<file path="config.mk">
export PLATFORM = sky130hd
export DESIGN_NAME = vga_sync_gen_flat
export DESIGN_NICKNAME = d
export VERILOG_FILES = /design/src/rtl/vga_pkg.sv /design/src/rtl/vga_sync_gen_if.sv /design/src/rtl/pixel_tick_gen.sv /design/src/rtl/vga_sync_gen.sv /design/src/flat_wrapper.sv
export SDC_FILE = /design/constraint.sdc
export NUM_CORES = 1
export LEC_CHECK = 0
export ABC_AREA = 1
export CAP_MARGIN = 10
export CORE_MARGIN = 2
export CORE_UTILIZATION = 52
export CTS_CLUSTER_DIAMETER = 50
export DETAILED_ROUTE_END_ITERATION = 10
export GPL_ROUTABILITY_DRIVEN = 0
export PLACE_DENSITY = 0.84
export SYNTH_ARGS = -nofsm -noshare
export SYNTH_HDL_FRONTEND = slang
export SYNTH_SLANG_ARGS = --single-unit
</file>
<file path="constraint.sdc">
create_clock -name clk -period 2.2 [get_ports clk]
set_input_delay 0.44 -clock clk [delete_from_list [all_inputs] [get_ports clk]]
set_output_delay 0.44 -clock clk [all_outputs]
set_load 0.02 [all_outputs]
</file>
<file path="src/rtl/vga_pkg.sv">
// Shared VGA timing definitions: coordinate width, default 640x480@60 Hz
// timing constants and derived line/frame totals. Renderers import COORD_W.
package vga_pkg;

    localparam int COORD_W = 10;

    localparam int CLK_DIV  = 4;
    localparam int H_DISP   = 640;
    localparam int H_FP     = 16;
    localparam int H_SYNC   = 96;
    localparam int H_BP     = 48;
    localparam int V_DISP   = 480;
    localparam int V_FP     = 10;
    localparam int V_SYNC   = 2;
    localparam int V_BP     = 33;

    localparam int H_TOTAL  = H_DISP + H_FP + H_SYNC + H_BP;
    localparam int V_TOTAL  = V_DISP + V_FP + V_SYNC + V_BP;

    // Inclusive range test used for the sync windows.
    function automatic logic in_window(input logic [COORD_W-1:0] v,
                                       input logic [COORD_W-1:0] lo,
                                       input logic [COORD_W-1:0] hi);
        return (v >= lo) && (v <= hi);
    endfunction

endpackage

</file>
<file path="src/rtl/vga_sync_gen_if.sv">
// Pixel-coordinate / sync bus driven by vga_sync_gen and consumed by the
// renderers and the VGA connector. frame_count exists only with FRAME_COUNT_EN.
interface vga_sync_gen_if;
    import vga_pkg::*;

    logic               p_tick;
    logic [COORD_W-1:0] x;
    logic [COORD_W-1:0] y;
    logic               video_on;
    logic               hsync;
    logic               vsync;
    logic               frame_tick;
`ifdef FRAME_COUNT_EN
    logic [15:0]        frame_count;
`endif

    modport master (
        output p_tick, x, y, video_on, hsync, vsync, frame_tick
`ifdef FRAME_COUNT_EN
        , frame_count
`endif
    );

    modport slave (
        input p_tick, x, y, video_on, hsync, vsync, frame_tick
`ifdef FRAME_COUNT_EN
        , frame_count
`endif
    );

endinterface

</file>
<file path="src/rtl/pixel_tick_gen.sv">
// Pixel clock-enable: divides clk by CLK_DIV and pulses p_tick for one clk
// while the divider sits at its last count.
module pixel_tick_gen #(
    parameter int CLK_DIV = 4
) (
    input  logic clk,
    input  logic reset,
    output logic p_tick
);

    localparam int DIV_W = (CLK_DIV > 1) ? $clog2(CLK_DIV) : 1;
    localparam logic [DIV_W-1:0] DIV_LAST = DIV_W'(CLK_DIV - 1);

    logic [DIV_W-1:0] r_div;
    logic             w_last;

    assign w_last = (r_div >= DIV_LAST);
    assign p_tick = w_last;

    // Free-running divider; >= lets any stray value fall back to 0.
    always_ff @(posedge clk or posedge reset) begin
        if (reset)
            r_div <= '0;
        else if (w_last)
            r_div <= '0;
        else
            r_div <= r_div + DIV_W'(1);
    end

endmodule

</file>
<file path="src/rtl/vga_sync_gen.sv">
// VGA timing generator: x/y pixel counters, registered hsync/vsync aligned
// with the counters, combinational video_on and a one-clk frame_tick.
// Optional macro FRAME_COUNT_EN adds a 16-bit wrapping frame counter.
module vga_sync_gen
    import vga_pkg::*;
#(
    parameter int CLK_DIV  = vga_pkg::CLK_DIV,
    parameter int H_DISP   = vga_pkg::H_DISP,
    parameter int H_FP     = vga_pkg::H_FP,
    parameter int H_SYNC   = vga_pkg::H_SYNC,
    parameter int H_BP     = vga_pkg::H_BP,
    parameter int V_DISP   = vga_pkg::V_DISP,
    parameter int V_FP     = vga_pkg::V_FP,
    parameter int V_SYNC   = vga_pkg::V_SYNC,
    parameter int V_BP     = vga_pkg::V_BP,
    parameter bit SYNC_ACT = 1'b0
) (
    input  logic            clk,
    input  logic            reset,
    vga_sync_gen_if.master  vga
);

    localparam int H_TOT = H_DISP + H_FP + H_SYNC + H_BP;
    localparam int V_TOT = V_DISP + V_FP + V_SYNC + V_BP;

    localparam logic [COORD_W-1:0] H_LAST  = COORD_W'(H_TOT - 1);
    localparam logic [COORD_W-1:0] V_LAST  = COORD_W'(V_TOT - 1);
    localparam logic [COORD_W-1:0] HS_BEG  = COORD_W'(H_DISP + H_FP);
    localparam logic [COORD_W-1:0] HS_END  = COORD_W'(H_DISP + H_FP + H_SYNC - 1);
    localparam logic [COORD_W-1:0] VS_BEG  = COORD_W'(V_DISP + V_FP);
    localparam logic [COORD_W-1:0] VS_END  = COORD_W'(V_DISP + V_FP + V_SYNC - 1);
    localparam logic [COORD_W-1:0] H_VIS   = COORD_W'(H_DISP);
    localparam logic [COORD_W-1:0] V_VIS   = COORD_W'(V_DISP);

    logic               w_p_tick;
    logic [COORD_W-1:0] r_x;
    logic [COORD_W-1:0] r_y;
    logic               r_hsync;
    logic               r_vsync;
    logic               r_frame_tick;

    logic               w_x_wrap;
    logic               w_y_wrap;
    logic [COORD_W-1:0] w_x_nxt;
    logic [COORD_W-1:0] w_y_nxt;
    logic               w_hsync_nxt;
    logic               w_vsync_nxt;
    logic               w_frame_end;

    pixel_tick_gen #(
        .CLK_DIV (CLK_DIV)
    ) u_pixel_tick_gen (
        .clk    (clk),
        .reset  (reset),
        .p_tick (w_p_tick)
    );

    // Next-state counters and the sync levels they imply.
    always_comb begin
        w_x_wrap    = (r_x >= H_LAST);
        w_y_wrap    = (r_y >= V_LAST);
        w_x_nxt     = w_x_wrap ? '0 : r_x + COORD_W'(1);
        w_y_nxt     = r_y;
        if (w_x_wrap)
            w_y_nxt = w_y_wrap ? '0 : r_y + COORD_W'(1);
        w_hsync_nxt = in_window(w_x_nxt, HS_BEG, HS_END) ? SYNC_ACT : ~SYNC_ACT;
        w_vsync_nxt = in_window(w_y_nxt, VS_BEG, VS_END) ? SYNC_ACT : ~SYNC_ACT;
        w_frame_end = w_x_wrap && w_y_wrap;
    end

    // Counters and syncs advance together on each pixel tick.
    always_ff @(posedge clk or posedge reset) begin
        if (reset) begin
            r_x     <= '0;
            r_y     <= '0;
            r_hsync <= ~SYNC_ACT;
            r_vsync <= ~SYNC_ACT;
        end else if (w_p_tick) begin
            r_x     <= w_x_nxt;
            r_y     <= w_y_nxt;
            r_hsync <= w_hsync_nxt;
            r_vsync <= w_vsync_nxt;
        end
    end

    // frame_tick is high in the clk that follows the wrap to (0, 0).
    always_ff @(posedge clk or posedge reset) begin
        if (reset)
            r_frame_tick <= 1'b0;
        else
            r_frame_tick <= w_p_tick && w_frame_end;
    end

`ifdef FRAME_COUNT_EN
    logic [15:0] r_frame_count;

    // Frame counter steps on the same edge that raises frame_tick.
    always_ff @(posedge clk or posedge reset) begin
        if (reset)
            r_frame_count <= '0;
        else if (w_p_tick && w_frame_end)
            r_frame_count <= r_frame_count + 16'd1;
    end

    assign vga.frame_count = r_frame_count;
`endif

    assign vga.p_tick     = w_p_tick;
    assign vga.x          = r_x;
    assign vga.y          = r_y;
    assign vga.video_on   = (r_x < H_VIS) && (r_y < V_VIS);
    assign vga.hsync      = r_hsync;
    assign vga.vsync      = r_vsync;
    assign vga.frame_tick = r_frame_tick;

endmodule

</file>
<file path="src/flat_wrapper.sv">
// flat-port wrapper written by rule: the top's interface ports become plain ports
module vga_sync_gen_flat import vga_pkg::*;
#(
    parameter int CLK_DIV  = vga_pkg::CLK_DIV,
    parameter int H_DISP   = vga_pkg::H_DISP,
    parameter int H_FP     = vga_pkg::H_FP,
    parameter int H_SYNC   = vga_pkg::H_SYNC,
    parameter int H_BP     = vga_pkg::H_BP,
    parameter int V_DISP   = vga_pkg::V_DISP,
    parameter int V_FP     = vga_pkg::V_FP,
    parameter int V_SYNC   = vga_pkg::V_SYNC,
    parameter int V_BP     = vga_pkg::V_BP,
    parameter bit SYNC_ACT = 1'b0
)
  (clk, reset, vga_p_tick, vga_x, vga_y, vga_video_on, vga_hsync, vga_vsync, vga_frame_tick);
  vga_sync_gen_if vga_i ();
  input  logic clk;
  input  logic reset;
  output wire logic [$bits(vga_i.p_tick)-1:0] vga_p_tick;
  output wire logic [$bits(vga_i.x)-1:0] vga_x;
  output wire logic [$bits(vga_i.y)-1:0] vga_y;
  output wire logic [$bits(vga_i.video_on)-1:0] vga_video_on;
  output wire logic [$bits(vga_i.hsync)-1:0] vga_hsync;
  output wire logic [$bits(vga_i.vsync)-1:0] vga_vsync;
  output wire logic [$bits(vga_i.frame_tick)-1:0] vga_frame_tick;
  assign vga_p_tick = vga_i.p_tick;
  assign vga_x = vga_i.x;
  assign vga_y = vga_i.y;
  assign vga_video_on = vga_i.video_on;
  assign vga_hsync = vga_i.hsync;
  assign vga_vsync = vga_i.vsync;
  assign vga_frame_tick = vga_i.frame_tick;
  vga_sync_gen #(.CLK_DIV(CLK_DIV), .H_DISP(H_DISP), .H_FP(H_FP), .H_SYNC(H_SYNC), .H_BP(H_BP), .V_DISP(V_DISP), .V_FP(V_FP), .V_SYNC(V_SYNC), .V_BP(V_BP), .SYNC_ACT(SYNC_ACT)) u_core (.clk(clk), .reset(reset), .vga(vga_i));
endmodule
</file>
==> flow_summary.ini, run 1 <==
[run_status]
status = complete, no violations

[power_and_ir_drop]
pwr-share-clk = 0.327
swShare = 0.234
p_sw_w = 0.000164
combPwrFrac = 0.017
internal-power_w = 0.000537
p_leak_nw = 0.821
vdd_drop_max_uv = 396
power_per_cell_area_nw_per_um2 = 380
seqPwrFrac = 0.656

[cts]
cts_max_path_buffers = 2
cts_tree = yes
insertion_delay_ns = 0.34
cts_buffers = 3
post_cts_buffers = 0
clock_sinks = 25
clk_pin_slew_ns = 0.15
root_buffer = clkbuf_4
htree_levels = 1

[timing]
fin_crit_sh = 0.938
relSlewSlack = 0.756
hold_viol_final = 0
period_minus_slack_ns = 2.06
final.setup.tns_ns = 0
drv_slew = 0
skew_ns = 0.00343
worst_slew_pin_slew_ns = 0.364
max_freq_mhz = 484
rsz0062_at_grt = false
finalSetupViolCount = 0

[critical_path]
critPathKind = reg2out
timing.rr.start = u_core.vga.x[0]
endpoint_kind = output port
worst_setup_path_start_kind = flip-flop
r2r_cells = 10
crit_required_ns = 1.76
ff2ff_setup_slack_ns = 0.27
cp.arrival_ns = 1.62
cp_max_fo = 5
r2r_end = u_core.vga.vsync

[layout]
antenna-diode-count = 0
syn_to_final_growth_pct = 23.7
nNetsFinal = 238
regArea_um2 = 628
final_cells = 262
multiInputGateArea_um2 = 733
fill_cells = 239
final_cell_mix = 48 x nand2_1, 25 x inv_1, 25 x clkdlybuf4s50_1, 24 x nand3_1, 23 x dfrtp_1
drive_gt1_frac = 0.0996
final_common_cell = nand2_1

[routing]
drt_iter0_markers = 83
viasPerCell = 5.54
first_pass_iters = 5
wl_mm = 3.39
route.vias.total = 1451
drc = 0
wire_per_inst_um = 12.9
ant_nets = 0

[global_route]
grt_max_degree = 26
antenna_found_initial = 0
grt_use_met1 = 0.312
track_usage = 0.228
use_met2 = 0.349
grt_pass1_vias = 1344
busiest_layer = met2
grt_overflow = 0
grt_pass1_wl_mm = 5.84
use_met3 = 0.0295

[placement]
place_inst = 258
dp_hpwl_mm = 2.54
io_buffer_count = 26

[die]
io_pins = 27
core-area_um2 = 2730
fp.dieH_um = 57.5
start_util = 0.545
die_area_um2 = 3310
row_count = 19
die_x_um = 57.5

[yosys]
synth-seq-cells = 25
avgSynthCellArea_um2 = 7.49
syn_inst = 199
synth-seq-area-share = 0.421
yosys_warnings = 0
synth_area_um2 = 1490
synth_nets = 205
synth_cell_types = 29

[hold_path]
min-delay-path-class = in2async

[flow_run]
drv_cap = 0
[power by group through the flow]
stage	clock, W	sequential, W	combinational [W]
after floorplan	0	0.000468	0.00000680
after global placement	0	0.000468	0.0000126
after detailed placement	0	0.000468	0.0000127
final	0.000229	0.000460	0.0000119
after global routing	0.000257	0.000460	0.0000143
after CTS	0.000235	0.000460	0.0000127
[registers in the layout (all words and copies together) (netlist names)]
signal	flops
u_core.vga.hsync	1
u_core.vga.x	10
u_core.u_pixel_tick_gen.r_div	2
u_core.vga.frame_tick	1
u_core.vga.vsync	1
u_core.vga.y	10
[worst max-delay path by stage]
stage,start,to,cells past startpoint
after global routing,u_core.vga.x[9],vga_video_on,4
after floorplan,u_core.vga.x[9],vga_video_on,3
after detailed placement,u_core.vga.y[7],vga_video_on,4
after CTS,u_core.vga.x[9],vga_video_on,4
final,u_core.vga.x[9],vga_video_on,4
after global placement,u_core.vga.x[9],vga_video_on,4
[metal layers]
layer,up-vias,share of wire
met3,9,0.064
met4,0,0.029
met5,-,0
met1,675,0.45
li1,709,-
met2,58,0.46
[timing repair]
item,in CTS,in global routing
hold buffers,0,0
endpoints found under the setup margin,1,0
resized for setup,1,0
[synthesized netlist by cell type]
| cell | count | area share |
|---|---|---|
| a2111oi_0 | 1 | 0.0059 |
| a21oi_1 | 2 | 0.0067 |
| a31o_2 | 1 | 0.0059 |
| buf_6 | 1 | 0.0076 |
| clkbuf_1 | 3 | 0.0076 |
| clkinv_1 | 1 | 0.0025 |
| dfrtp_1 | 23 | 0.39 |
| dfstp_2 | 2 | 0.035 |
| ha_1 | 4 | 0.034 |
| inv_1 | 25 | 0.063 |
| inv_2 | 1 | 0.0025 |
| inv_4 | 1 | 0.0042 |
| nand2_1 | 48 | 0.12 |
| nand2_4 | 2 | 0.015 |
| nand3_1 | 24 | 0.081 |
| nand3_2 | 1 | 0.0067 |
| nand4_1 | 4 | 0.017 |
| nand4_4 | 1 | 0.014 |
| nor2_1 | 18 | 0.045 |
| nor2_2 | 2 | 0.0084 |
| nor2_4 | 1 | 0.0076 |
| nor3_1 | 4 | 0.013 |
| nor3b_1 | 1 | 0.0050 |
| o21ai_0 | 20 | 0.067 |
| o22ai_1 | 3 | 0.013 |
| o31ai_1 | 1 | 0.0050 |
| or2_1 | 1 | 0.0042 |
| or2_2 | 1 | 0.0042 |
| xnor2_1 | 2 | 0.012 |
[worst max-delay path, cell delays in order (launching register included)]
cell           delay, ns
dfrtp_1             0.44
nand2_1             0.08
clkinv_1            0.07
a2111oi_1           0.31
dlygate4sd2_1       0.38
[logic make-up after synthesis]
kind of cell	after synthesis	synth area share
XOR/XNOR	2	0.0118
AO/OA/AOI/OAI	28	0.103
adder cells (fa/ha/maj)	4	0.0336
AND/OR/NAND/NOR	108	0.343
buffers and inverters	32	0.0873
flip-flops	25	0.421
[cell type report]
cell class              instances  area share
clock buffers                   3      0.0122
clock inverters                 1     0.00475
inverters                      28      0.0584
multi-input cells             142       0.398
flip-flops and latches         25       0.341
well taps                      31      0.0210
repair buffers                 32       0.165
[through the flow]
stage	instance area (um2)	hold WS (ns)	utilization	setup slack, ns	power, W
3_5_place_dp	1810	0.428	0.663	0.226	0.000481
2_1_floorplan	1490	0.403	-	0.117	0.000475
5_1_grt	1840	0.459	0.674	0.00632	0.000731
4_1_cts	1840	0.433	0.674	0.127	0.000707
3_3_place_gp	1810	0.419	0.663	0.246	0.000481
6_report	1840	0.430	0.674	0.136	0.000701
(Power assumes the default switching activity.)
==> inputs of run 2 (changes only) <==
--- a/config.mk
+++ b/config.mk
@@ -5,14 +5,14 @@
 export SDC_FILE = /design/constraint.sdc
 export NUM_CORES = 1
 export LEC_CHECK = 0
-export ABC_AREA = 1
 export CAP_MARGIN = 10
 export CORE_MARGIN = 2
 export CORE_UTILIZATION = 52
 export CTS_CLUSTER_DIAMETER = 50
 export DETAILED_ROUTE_END_ITERATION = 10
 export GPL_ROUTABILITY_DRIVEN = 0
-export PLACE_DENSITY = 0.84
+export PLACE_DENSITY = 0.83
 export SYNTH_ARGS = -nofsm -noshare
 export SYNTH_HDL_FRONTEND = slang
+export SYNTH_HIERARCHICAL = 1
 export SYNTH_SLANG_ARGS = --single-unit
==> flow_summary.ini, run 2 <==
[layout]
drive_gt1_frac = 0.118
final_common_cell = clkdlybuf4s50_1
syn_to_final_growth_pct = 21.8
regArea_um2 = 628
fill_cells = 258
final_cell_mix = 25 x clkdlybuf4s50_1, 23 x dfrtp_1, 21 x o21ai_0, 20 x nand2_1, 16 x nor2_1
antenna-diode-count = 0
fin_util = 0.651
multiInputGateArea_um2 = 887
nNetsFinal = 219

[timing]
fin_crit_sh = 0.953
skew_ns = 0.00391
drv_slew = 0
max_freq_mhz = 477
setup_slack_ns = 0.103
hold_viol_final = 0
finalSetupViolCount = 0
rsz0062_at_grt = false
relSlewSlack = 0.707
period_minus_slack_ns = 2.10
worst_slew_pin_slew_ns = 0.437
final.setup.tns_ns = 0

[power_and_ir_drop]
vdd_drop_max_uv = 315
combPwrFrac = 0.018
p_leak_nw = 0.730
power.total_w = 0.000689
pwr-share-clk = 0.315
power_per_cell_area_nw_per_um2 = 355
swShare = 0.228
internal-power_w = 0.000532
seqPwrFrac = 0.667
p_sw_w = 0.000157

[critical_path]
crit_chain = or4_4, o31a_4, or3_1, a32oi_1, a41oi_1
critPathKind = reg2reg
cp.arrival_ns = 2.35
crit_path_max_incr_delay_ns = 0.57
slowest_stage = or4_4
worstPathBufferInverterCount = 0
worst_setup_path_start_kind = flip-flop
endpoint_kind = flip-flop
cp.depth = 5
crit_family = simple AND/OR/NAND/NOR gates
cp_max_fo = 7
crit_required_ns = 2.45
r2r_cells = 5

[yosys]
yosys_warnings = 6
synth_cell_types = 47
synth_edf_count = 0
synth-seq-cells = 25
synth_top_cells_by_area = dfrtp_1 36%, o21ai_0 6.6%, nand2_1 4.7%
yosysTopAreaCellShare = 0.361
synth-seq-area-share = 0.394
yosysMostFrequentCell = dfrtp_1
yosys-top-cells-count = 23 x dfrtp_1, 21 x o21ai_0, 20 x nand2_1
synth_nets = 190
syn_inst = 184
async_flop_share = 1.00
synth_area_um2 = 1590
ys.flop_type = dfrtp_1
synth_top_area_cell = dfrtp_1
avgSynthCellArea_um2 = 8.66

[cts]
htree_levels = 1
post_cts_buffers = 0
ctsHoldBuffers = 0
clock_sinks = 25
clk_pin_slew_ns = 0.15
insertion_delay_ns = 0.32
cts_tree = yes
root_buffer = clkbuf_4
cts_buffers = 3
cts_max_path_buffers = 2

[die]
die_x_um = 59.3
fp.dieH_um = 59.3
core-area_um2 = 2980
start_util = 0.535
row_count = 20
die_area_um2 = 3520
io_pins = 27

[global_route]
grt_pass1_wl_mm = 6.28
track_usage = 0.231
grt_pass1_vias = 1344
antenna_found_initial = 0
grt_max_degree = 26
grt_overflow = 0

[flow_run]
drv_cap = 0

[routing]
highest_layer = met4
wire_per_inst_um = 15.8
route.vias.total = 1549
ant_nets = 0
m1WireLength_mm = 1.75
wl_mm = 3.88
drt_iter0_markers = 101
met3WireLength_um = 238
drc = 0
viasPerCell = 6.32
wl_met2_mm = 1.85
first_pass_iters = 5

[placement]
dp_hpwl_mm = 2.81
io_buffer_count = 26
dpl_worst_slack_ns = 0.149

[hold_path]
min-delay-path-class = in2async

[run_status]
status = complete, no violations
==> run 2: cell types whose count changed in the layout (fill, tap and decap cells not counted), moves of 3 or more <==
| cell | before | now |
|---|---|---|
| buf_4 | 6 | 9 |
| nand2b_1 | 0 | 4 |
| nand3_1 | 24 | 9 |
| and2_1 | 0 | 3 |
| o41ai_1 | 0 | 4 |
| and3_1 | 0 | 5 |
| o31ai_1 | 1 | 4 |
| nand4_1 | 4 | 7 |
| inv_1 | 25 | 7 |
| or3_1 | 0 | 3 |
| nand2_1 | 48 | 20 |
==> run 2: kinds of logic after synthesis <==
family                   count (synthesis)  share of synthesized area
XOR/XNOR                                 1                    0.00550
flip-flops                              25                      0.394
AO/OA/AOI/OAI                           52                      0.229
adder cells (fa/ha/maj)                  4                     0.0314
multiplexers                             4                     0.0267
buffers and inverters                   18                     0.0511
AND/OR/NAND/NOR                         80                      0.262
==> run 2: power groups by stage <==
stage | logic (W) | registers, W | clock network [W]
after global routing | 0.0000154 | 0.000460 | 0.000237
after detailed placement | 0.0000133 | 0.000468 | 0
after floorplan | 0.00000696 | 0.000468 | 0
after global placement | 0.0000128 | 0.000468 | 0
final | 0.0000123 | 0.000460 | 0.000217
after CTS | 0.0000134 | 0.000460 | 0.000225
==> run 2: through the flow <==
| stage | area, um2 | std cells | hold slack, ns |
|---|---|---|---|
| final | 1940 | 245 | 0.277 |
| after global routing | 1940 | 245 | 0.300 |
| after CTS | 1940 | 245 | 0.274 |
| after detailed placement | 1910 | 241 | 0.434 |
| after global placement | 1910 | 241 | 0.414 |
| after floorplan | 1590 | 184 | 0.181 |
==> run 2: metal layers <==
layer	up-vias	track usage
met5	-	0
met4	0	0.0844
met3	10	0.0328
met2	74	0.367
met1	734	0.320
li1	731	-
==> run 2: final cells by class <==
class	count	area share
Clock inverter	1	0.00387
Clock buffer	3	0.0116
Timing Repair Buffer	35	0.168
Multi-Input combinational cell	141	0.457
Sequential cell	25	0.324
Tap cell	33	0.0213
Inverter	7	0.0135
==> run 2: final timing paths <==
path / from / end / slack, ns
min reg2reg: u_core/u_pixel_tick_gen/r_div[0] / u_core/u_pixel_tick_gen/r_div[0] / 0.45
min in group clk: u_core/u_pixel_tick_gen/r_div[0] / u_core/u_pixel_tick_gen/r_div[0] / 0.45
min: reset / u_core/u_pixel_tick_gen/r_div[1] / 0.28
max in group asynchronous: reset / u_core/vga.hsync / 1.44
max reg2reg: u_core/vga.y[6] / u_core/vga.vsync / 0.10
max: u_core/vga.y[6] / u_core/vga.vsync / 0.10
==> run 2: repair_timing <==
action                                  in CTS  in global routing
gates resized for setup                      1                  1
endpoints found under the setup margin       1                  2
pin swaps                                    0                  0
==> variant, RTL diff (flow settings as in run 2) <==
`SYNC_ACT` is set to 1'b0 in 2 places; all go to 1'b1.
--- a/src/rtl/vga_sync_gen.sv
+++ b/src/rtl/vga_sync_gen.sv
@@ -15,3 +15,3 @@
     parameter int V_BP     = vga_pkg::V_BP,
-    parameter bit SYNC_ACT = 1'b0
+    parameter bit SYNC_ACT = 1'b1
 ) (
--- a/src/flat_wrapper.sv
+++ b/src/flat_wrapper.sv
@@ -12,3 +12,3 @@
     parameter int V_BP     = vga_pkg::V_BP,
-    parameter bit SYNC_ACT = 1'b0
+    parameter bit SYNC_ACT = 1'b1
 )
Behaviour: not the same (a bounded check fails within 4 cycles, from zero or initial values and one cycle with reset high).
==> variant against run 2 <==
  * Sequential cell count unchanged
  * Design area fell by 1.8%
  * Synthesized area shrank 1.2%
  * Setup slack better by 0.0038 ns
  * Largest cell class unchanged
  * Wire length is 5.4% higher
  * Power up 0.26%
  * Die area is 1.1% lower
  * Final cell count down 2.0%
==> variant: results <==
[yosys]
synthAdderAreaFrac_pct = 3.180
synthMuxAreaShare_pct = 1.431
ys_top_cells_by_area = "dfrtp_1 (40%), o21ai_0 (6.7%), nor2_1 (5.2%)"
ys_seq_area_share_pct = 39.75
synthXorXnorAreaFrac_pct = 1.113
syn_nets = 186
yosysUniqueCellTypes = 48
synth_compound_area_share_pct = 25.20
postSynthCellCount = 180
synth_common_cells = "dfrtp_1 (25), nor2_1 (22), o21ai_0 (21)"
async_flop_share_pct = 100.0
yosys_warnings = 6

[power]
max-vdd-ir-drop_v = 0.0003459
powerComb_mw = 0.0127
power_leakage_nw = 0.7722
clkPwrFrac_pct = 31.7
power_mw = 0.6911
p_sw_share_pct = 22.98

[worst_setup_path]
cpMaxStageDelayCell = "dfrtp_1"
rr_endpoint = "u_core/vga.y[2]"
cp_max_fo = 6
crit_start = "u_core/vga.x[0]"
slowest_delay_ns = 0.45
r2r_cells = 7
reg2reg_from = "u_core/vga.x[0]"
cp.arrival_ns = 2.36

[placement]
place_ws_ns = 0.1374
dp_hpwl_mm = 2.881

[global_routing]
global_route.usage.total_pct = 25.41
grt_start_max_net_pins = 24
antenna_found_initial = 0
grt_pass1_wl_mm = 6.831
grt_pass1_vias = 1513

[clock_tree]
ctsHtreeMaxLevel = 1
root_buffer = "clkbuf_4"
clk_path_buf_depth = 2

[timing]
slew_headroom_pct = 74.36
period_needed_ns = 2.093
finClkSkew_ns = 0.01731

[cells_and_area]
num_antenna_cells = 0
drive_above_1_share_pct = 12.44
fill_cells = 228
layout.nets = 216

[drt]
dr.first_iter.drc_count = 82
wirelength_mm = 4.086
vias = 1564
dr.pass1.iters = 5

[status]
outcome = "finished, final reports clean"
[variant: cell type report]
class / count / area, µm² / area share [%]
inverter: 8 / 30.03 / 1.577
timing repair buffer: 34 / 319.1 / 16.75
tap: 31 / 38.79 / 2.037
clock inverter: 1 / 7.507 / 0.3942
clock buffer: 3 / 22.52 / 1.183
multi-input combinational: 138 / 860.8 / 45.20
sequential: 25 / 625.6 / 32.85
[variant: per-layer routing]
metal	wire, µm	GRT usage (%)	up-vias	part of all wire, %
met4	121	11.69	0	3.0
met5	0	0	-	0
met2	1995	43.17	72	49
met1	1727	32.68	753	42
li1	-	-	720	-
met3	242	2.402	19	5.9
[variant: per-stage QoR]
step / utilization, % / cells / area, µm² / hold WS [ns]
6_report: 67.89 / 240 / 1904 / 0.2801
3_5_place_dp: 66.28 / 236 / 1859 / 0.4263
2_1_floorplan: - / 180 / 1574 / 0.1812
4_1_cts: 67.31 / 240 / 1888 / 0.2824
3_3_place_gp: 66.28 / 236 / 1859 / 0.4142
5_1_grt: 67.89 / 240 / 1904 / 0.2829
